### config.mk
export PLATFORM = sky130hd
export DESIGN_NAME = mem_arbiter_flat
export DESIGN_NICKNAME = d
export VERILOG_FILES = /design/src/rtl/mem_arb_pkg.sv /design/src/rtl/mem_arbiter_if.sv /design/src/rtl/mem_arbiter_rr_arb2.sv /design/src/rtl/mem_arbiter.sv /design/src/flat_wrapper.sv
export SDC_FILE = /design/constraint.sdc
export NUM_CORES = 1
export LEC_CHECK = 0
export ABC_AREA = 1
export CAP_MARGIN = 20
export CORE_UTILIZATION = 43
export CTS_CLUSTER_DIAMETER = 200
export CTS_CLUSTER_SIZE = 30
export DETAILED_ROUTE_END_ITERATION = 10
export PLACE_DENSITY_LB_ADDON = 0.08
export SYNTH_ARGS = -nofsm -noshare
export SYNTH_HDL_FRONTEND = slang
export SYNTH_HIERARCHICAL = 1
export SYNTH_SLANG_ARGS = --single-unit
### constraint.sdc
create_clock -name clk -period 2.74 [get_ports clk]
set_input_delay 0.822 -clock clk [delete_from_list [all_inputs] [get_ports clk]]
set_output_delay 0.822 -clock clk [all_outputs]
set_load 0.05 [all_outputs]
### src/rtl/mem_arb_pkg.sv
// mem_arbiter shared types.
// FSM state encoding and port indices.
package mem_arb_pkg;

  typedef enum logic [1:0] {
    IDLE   = 2'd0,
    ACCESS = 2'd1,
    RESP   = 2'd2
  } state_t;

  localparam logic P0 = 1'b0;
  localparam logic P1 = 1'b1;

endpackage

### src/rtl/mem_arbiter_if.sv
// mem_arbiter bus bundle.
// Two requester ports, shared read data, RAM side.
interface mem_arbiter_if #(
  parameter int DEPTH = 9,
  parameter int WIDTH = 32,
  parameter int AW    = 32
);

  logic             req0;
  logic             we0;
  logic [AW-1:0]    addr0;
  logic [WIDTH-1:0] wdata0;
  logic             ack0;
  logic             err0;

  logic             req1;
  logic             we1;
  logic [AW-1:0]    addr1;
  logic [WIDTH-1:0] wdata1;
  logic             ack1;
  logic             err1;

  logic [WIDTH-1:0] rdata;

  logic             ram_wr_en;
  logic [DEPTH-1:0] ram_r_addr;
  logic [DEPTH-1:0] ram_w_addr;
  logic [WIDTH-1:0] ram_w_data;
  logic [WIDTH-1:0] ram_r_data;

  modport master (
    output req0, we0, addr0, wdata0,
    output req1, we1, addr1, wdata1,
    output ram_r_data,
    input  ack0, err0, ack1, err1,
    input  rdata,
    input  ram_wr_en, ram_r_addr,
    input  ram_w_addr, ram_w_data
  );

  modport slave (
    input  req0, we0, addr0, wdata0,
    input  req1, we1, addr1, wdata1,
    input  ram_r_data,
    output ack0, err0, ack1, err1,
    output rdata,
    output ram_wr_en, ram_r_addr,
    output ram_w_addr, ram_w_data
  );

endinterface

### src/rtl/mem_arbiter_rr_arb2.sv
// Two-way round-robin grant.
// Pure combinational; history register lives in the caller.
module rr_arb2 (
  input  logic [1:0] req,
  input  logic       last,
  output logic [1:0] gnt,
  output logic       valid
);

  // On a tie, grant the port that was not served last
  always_comb begin
    gnt = 2'b00;
    unique case (1'b1)
      (req[0] && !req[1]): gnt = 2'b01;
      (req[1] && !req[0]): gnt = 2'b10;
      (req[0] && req[1]):  gnt = last ? 2'b01 : 2'b10;
      default:             gnt = 2'b00;
    endcase
  end

  assign valid = |req;

endmodule

### src/rtl/mem_arbiter.sv
// Two-port arbiter/sequencer in front of a single-port RAM.
// Fixed IDLE -> ACCESS -> RESP sequence per transaction.
module mem_arbiter
  import mem_arb_pkg::*;
#(
  parameter int DEPTH = 9,
  parameter int WIDTH = 32,
  parameter int AW    = 32
) (
  input  logic          clk,
  input  logic          rst_n,
  mem_arbiter_if.slave  bus
);

  state_t           state;
  logic             owner;
  logic             last;
  logic             lat_we;
  logic [AW-1:0]    lat_addr;
  logic [WIDTH-1:0] lat_wdata;
  logic [WIDTH-1:0] rdata_q;
  logic [1:0]       ack_q;
  logic [1:0]       err_q;

  logic [1:0]       gnt;
  logic             gnt_vld;
  logic             sel;
  logic             in_range;

  rr_arb2 u_rr (
    .req   ({bus.req1, bus.req0}),
    .last  (last),
    .gnt   (gnt),
    .valid (gnt_vld)
  );

  assign sel      = gnt[1] ? P1 : P0;
  assign in_range = (lat_addr >> DEPTH) == '0;

  assign bus.ram_r_addr = lat_addr[DEPTH-1:0];
  assign bus.ram_w_addr = lat_addr[DEPTH-1:0];
  assign bus.ram_w_data = lat_wdata;
  assign bus.ram_wr_en  = (state == ACCESS) && lat_we && in_range;

  assign bus.ack0  = ack_q[0];
  assign bus.ack1  = ack_q[1];
  assign bus.err0  = err_q[0];
  assign bus.err1  = err_q[1];
  assign bus.rdata = rdata_q;

  // Sequencer: latch winner, access RAM, pulse ack for the owner
  always_ff @(posedge clk or negedge rst_n) begin
    if (!rst_n) begin
      state     <= IDLE;
      owner     <= P0;
      last      <= P1;
      lat_we    <= 1'b0;
      lat_addr  <= '0;
      lat_wdata <= '0;
      rdata_q   <= '0;
      ack_q     <= 2'b00;
      err_q     <= 2'b00;
    end else begin
      unique case (state)
        IDLE: begin
          ack_q <= 2'b00;
          err_q <= 2'b00;
          if (gnt_vld) begin
            owner     <= sel;
            lat_we    <= sel ? bus.we1 : bus.we0;
            lat_addr  <= sel ? bus.addr1 : bus.addr0;
            lat_wdata <= sel ? bus.wdata1 : bus.wdata0;
            state     <= ACCESS;
          end
        end
        ACCESS: begin
          rdata_q <= (!lat_we && in_range) ? bus.ram_r_data : '0;
          ack_q   <= (owner == P1) ? 2'b10 : 2'b01;
          err_q   <= in_range ? 2'b00 :
                     ((owner == P1) ? 2'b10 : 2'b01);
          state   <= RESP;
        end
        RESP: begin
          ack_q <= 2'b00;
          err_q <= 2'b00;
          last  <= owner;
          state <= IDLE;
        end
        default: state <= IDLE;
      endcase
    end
  end

endmodule

### src/flat_wrapper.sv
// flat-port wrapper written by rule: the top's interface ports become plain ports
module mem_arbiter_flat import mem_arb_pkg::*;
#(
  parameter int DEPTH = 9,
  parameter int WIDTH = 32,
  parameter int AW    = 32
)
  (clk, rst_n, bus_req0, bus_we0, bus_addr0, bus_wdata0, bus_req1, bus_we1, bus_addr1, bus_wdata1, bus_ram_r_data, bus_ack0, bus_err0, bus_ack1, bus_err1, bus_rdata, bus_ram_wr_en, bus_ram_r_addr, bus_ram_w_addr, bus_ram_w_data);
  mem_arbiter_if #(.DEPTH(DEPTH), .WIDTH(WIDTH), .AW(AW)) bus_i ();
  input  logic clk;
  input  logic rst_n;
  input wire logic [$bits(bus_i.req0)-1:0] bus_req0;
  input wire logic [$bits(bus_i.we0)-1:0] bus_we0;
  input wire logic [$bits(bus_i.addr0)-1:0] bus_addr0;
  input wire logic [$bits(bus_i.wdata0)-1:0] bus_wdata0;
  input wire logic [$bits(bus_i.req1)-1:0] bus_req1;
  input wire logic [$bits(bus_i.we1)-1:0] bus_we1;
  input wire logic [$bits(bus_i.addr1)-1:0] bus_addr1;
  input wire logic [$bits(bus_i.wdata1)-1:0] bus_wdata1;
  input wire logic [$bits(bus_i.ram_r_data)-1:0] bus_ram_r_data;
  output wire logic [$bits(bus_i.ack0)-1:0] bus_ack0;
  output wire logic [$bits(bus_i.err0)-1:0] bus_err0;
  output wire logic [$bits(bus_i.ack1)-1:0] bus_ack1;
  output wire logic [$bits(bus_i.err1)-1:0] bus_err1;
  output wire logic [$bits(bus_i.rdata)-1:0] bus_rdata;
  output wire logic [$bits(bus_i.ram_wr_en)-1:0] bus_ram_wr_en;
  output wire logic [$bits(bus_i.ram_r_addr)-1:0] bus_ram_r_addr;
  output wire logic [$bits(bus_i.ram_w_addr)-1:0] bus_ram_w_addr;
  output wire logic [$bits(bus_i.ram_w_data)-1:0] bus_ram_w_data;
  assign bus_i.req0 = bus_req0;
  assign bus_i.we0 = bus_we0;
  assign bus_i.addr0 = bus_addr0;
  assign bus_i.wdata0 = bus_wdata0;
  assign bus_i.req1 = bus_req1;
  assign bus_i.we1 = bus_we1;
  assign bus_i.addr1 = bus_addr1;
  assign bus_i.wdata1 = bus_wdata1;
  assign bus_i.ram_r_data = bus_ram_r_data;
  assign bus_ack0 = bus_i.ack0;
  assign bus_err0 = bus_i.err0;
  assign bus_ack1 = bus_i.ack1;
  assign bus_err1 = bus_i.err1;
  assign bus_rdata = bus_i.rdata;
  assign bus_ram_wr_en = bus_i.ram_wr_en;
  assign bus_ram_r_addr = bus_i.ram_r_addr;
  assign bus_ram_w_addr = bus_i.ram_w_addr;
  assign bus_ram_w_data = bus_i.ram_w_data;
  mem_arbiter #(.DEPTH(DEPTH), .WIDTH(WIDTH), .AW(AW)) u_core (.clk(clk), .rst_n(rst_n), .bus(bus_i));
endmodule
# After elaboration in Yosys (flattened, before gate mapping)
# Cells that the tools add are included.
[totals] inputBits=166 word_cells=40 reg_bits=105
[op_classes] n_reduce_logical=15 n_eq_ne=3 n_mux=13
[ops] cell="32-bit 2-to-1 mux" count=3
[ops] cell="32-bit zero test" count=1
[ops] cell="2-bit case mux with 2 select lines" count=3
[ops] cell="2-bit 2-to-1 mux" count=4
[ops] cell="1-bit logical AND" count=6
[ops] cell="2-bit case mux with 3 select lines" count=1
[ops] cell="2-bit OR reduction" count=2
[ops] cell="1-bit zero test" count=3
[ops] cell="2-bit by 1-bit equality test with 1-bit output, second input constant" count=1
[ops] cell="2-bit equality test, second input constant" count=1
[ops] cell="2-bit zero test" count=1
[ops] cell="1-bit 2-to-1 mux" count=2
[ops] cell="2-bit by 1-bit != test with 1-bit output, second input constant" count=1
[ops] cell="2-bit AND reduction" count=1
[ops] cell="2-bit nonzero test" count=1

# Longest topological paths before layout
# Gate-level depths: netlist (run 1).
[logic_depth] word_depth=5 depth_mapped=8 ltp_nobuf=7

# Hierarchy
# Netlist (run 1), hierarchy kept.
[by_module_without_submodules] module="mem_arbiter" seq_area_each_um2=2628.8 cells_each=631 area_per_inst_um2=4951.0 instances=1
[by_module_without_submodules] module="rr_arb2" seq_area_each_um2=0.0 cells_each=6 area_per_inst_um2=27.5 instances=1

# Least setup slack after synthesis (run 1)
# No wires, ideal clock.
[synth_path] kind="register to output" from="register u_core.lat_addr[20]" to="output bus_ram_wr_en" path_stages_with_launch=6 slack_ps=178 t_arrival_ps=1740 n_path_buf=0 required_time_ps=1918 path_cell_list="dfrtp_1 nor2_1 nand2_1 nor2_1 nand2_1 nor3_1"
[synth_via] elab_chain_len=2
[synth_lines] item="from (decl)" line_no="mem_arbiter.sv:19" source="logic [AW-1:0] lat_addr;"
[synth_lines] item="from (signal assigned)" line_no="mem_arbiter.sv:71" source="lat_addr <= sel ? bus.addr1 : bus.addr0;"
[synth_lines] item="32-bit zero test" line_no="mem_arbiter.sv:38" source="assign in_range = (lat_addr >> DEPTH) == '0;"
[synth_lines] item="1-bit logical AND" line_no="mem_arbiter.sv:43" source="assign bus.ram_wr_en = (state == ACCESS) && lat_we && in_range;"
[synth_lines] item="to (decl)" line_no="flat_wrapper.sv:26" source="output wire logic [$bits(bus_i.ram_wr_en)-1:0] bus_ram_wr_en;"
# No other way between the ends.

# Worst setup path in the final report (run 1)
# Same ends and word-level chain as after synthesis.

==> metrics.md, run 1 <==
| Metric | Value |
|---|---|
| Diodes inserted | `0` |
| FF-to-FF End | `u_core/bus.rdata[27]` |
| Die area | `12000 µm²` |
| CTS tree | `done` |
| Sw Share | `45.7%` |
| Initial Utilization | `45.0%` |
| Setup CP Type | `flop to output port` |
| Syn_nets | `800` |
| Core Box Area | `11000 µm²` |
| Fin crit share | `88.5%` |
| Die X | `109 µm` |
| Largest net degree at the start of global routing | `74` |
| Endpoints failing setup | `0` |
| Post-DP HPWL | `10200 µm` |
| Worst EP arrival | `1.60 ns` |
| Number of I/O pins | `253` |
| Pwr dens | `1000 nW/µm²` |
| RSZ-0062 raised after global routing | `no` |
| Met1 Resource Use GR | `between 20% and 30%` |
| Max Freq | `412 MHz` |
| Setup crit start kind | `flop` |
| Vias | `4801` |
| Maximum VDD drop | `0.000759 V` |
| Clock Tree Buf Depth | `2` |
| Final Routed Wirelength | `13800 µm` |
| Post-Syn Instances | `around 630` |
| Hold crit path type | `primary input to asynchronous set/reset pin` |
| CTS Root Cell | `clkbuf_16` |
| Layout cell share with drive strength beyond 1 | `3.64%` |
| Grt peak-use layer | `met2` |
| Int Power | `4.22 mW` |
| Num Clock Sinks | `~110` |
| Worst-margin pin slew | `a little under 1 ns` |
| Post-CTS Setup Inserts | `0` |
| 1st-iter DRT viols | `308` |
| Critical Path Sink Type | `output port` |
| Residual DRC | `0` |
| Standard-cell rows | `38` |
| CP required | `1.92 ns` |
| Post-route minimum period | `2.43 ns` |
| Final setup TNS | `0 ns` |
| Hold WS | `roughly 0.48 ns` |
| Static Leak | `~3.5 nW` |
| FF-to-FF setup slack | `1.00 ns` |
| Final Max Slew Viols | `0` |
| GPL Wtd Cong | `0.773` |
| Via density per instance | `4.84` |
| Slew headroom | `33.8%` |
| Final Skew | `around 0.0085 ns` |
| Switch Pwr | `3.55 mW` |
| # fillers | `921` |
| Combinational group share of total power | `between 50 and 60%` |
| Hold buffer count at CTS | `0` |
| Synth-to-Final Area Change | `56.0%` |
| First-pass detailed-route iteration total | `5` |
| Syn_area_per_cell | `7.83 µm²` |
| Clock buffer count from CTS | `9` |
| Gr usage total | `23.7%` |
| Worst-skew pair later-pin latency | `0.34 ns` |
| Critical Path Fanout Max | `2` |
| Post-CTS sizing | `0` |
| WL per Instance | `between 10 and 15 µm` |
| Syn Std Cell Area | `4970 µm²` |
| Vias in the first global route | `4753` |
| Final hold vios | `0` |
| FF-to-FF Start | `u_core/lat_addr[20]` |
| Met3 Resource Use GR | `6.11%` |
| Worst-case reg-to-reg path depth | `7` |
| H-tree Lvls | `3` |
| Yosys warnings | `6` |
| Status | `complete, no violations` |
| Die Height | `between 100 and 150 µm` |
| Max Cap Viol | `0` |
| GRT met2 Usage | `41.4%` |
| I/O Buffers | `252` |
| Multi-input logic area | `1860 µm²` |
| Register area | `2630 µm²` |
| Remaining Overflow, GRT | `0` |
| Antenna viol nets, final | `0` |
| Initial antenna violation count | `0` |
| First-pass GRT wire length | `21700 µm` |
| Nets | `1013` |
| Post-Layout Cell Count | `992` |
| Dpl cells | `about 980` |
| Clock-pin slew on the worst setup and hold paths | `0.06 ns` |
| Clock power frac | `16.3%` |
| Sequential share of power | `31.3%` |
-- routing by layer --
metal  share of wire, %  wire [µm]
met4                2.7        371
met2                 50       6920
met5                  0          0
met3                7.8       1080
met1                 39       5410
-- worst max-delay path by stage --
stage | start | endpoint | slack [ns] | cells past startpoint
after floorplan | u_core/lat_addr[20] | bus_ram_wr_en | 0.18 | 5
after global placement | bus_req0 | u_core/bus.ram_w_data[9] | 0.43 | 7
after detailed placement | bus_req0 | u_core/bus.ram_w_data[22] | 0.38 | 7
after CTS | u_core/lat_addr[20] | bus_ram_wr_en | 0.28 | 6
after global routing | u_core/lat_addr[30] | bus_ram_wr_en | 0.18 | 6
final | u_core/lat_addr[20] | bus_ram_wr_en | 0.31 | 6
-- cell type report --
cell class | count | area share [%]
timing repair buffer | 260 | 34.1
sequential | 105 | 33.9
multi-input combinational | 430 | 24.0
clock buffer | 12 | 3.18
tap | 140 | 2.26
inverter | 41 | 2.00
clock inverter | 4 | 0.581
-- power by group through the flow --
stage	Sequential [mW]	Combinational (mW)	Clock (mW)
after floorplan	3.28	2.06	0
after global placement	2.43	4.01	0
after detailed placement	2.45	4.09	0
after CTS	2.43	4.10	1.29
after global routing	2.50	4.38	1.36
final	2.43	4.07	1.26
-- cell usage in the layout, fill, tap and decap left out --
cell type        instances
a21oi_1                  1
a21oi_4                  1
a31oi_1                 66
buf_12                   5
buf_4                    5
bufinv_16                1
clkbuf_1                 2
clkbuf_16                9
clkbuf_8                 1
clkdlybuf4s50_1        250
clkinv_2                 4
dfrtp_1                104
dfstp_2                  1
inv_1                   38
inv_2                    2
nand2_1                211
nand3_1                 32
nand4_1                  1
nor2_1                 111
nor2_4                   2
nor3_1                   1
o21ai_0                  3
or2_1                    1
-- worst max-delay path, cell delays in order, from the launching register on --
cell	delay [ns]
dfrtp_1	0.38
nor2_1	0.11
nand2_1	0.06
nor2_1	0.11
nand2_1	0.11
nor3_1	0.30
buf_12	0.19
-- flip-flops by register name, indices dropped and copies added, names as in the netlist --
signal,cells
u_core/lat_we,1
u_core/owner,1
u_core/state,2
u_core/lat_addr,32
u_core/bus.rdata,32
u_core/last,1
u_core/ack_q,2
u_core/err_q,2
u_core/bus.ram_w_data,32
-- metrics by stage --
step                      cell area (µm²)  worst slack, ns  total power, mW  utilization (%)
final                                7750            0.314             7.76             70.2
after global routing                 7750            0.181             8.25             70.2
after CTS                            7750            0.279             7.82             70.2
after detailed placement             7460            0.382             6.54             67.6
after global placement               7460            0.432             6.44             67.6
after floorplan                      4970            0.178             5.35                -
Power figures use the tool's default switching activity.
==> run 2, diff against run 1 <==
SKIP_CTS_REPAIR_TIMING = 1   (was unset)
==> results of run 2 <==
No change in the layout: final DEF, timing and power equal those of run 1.
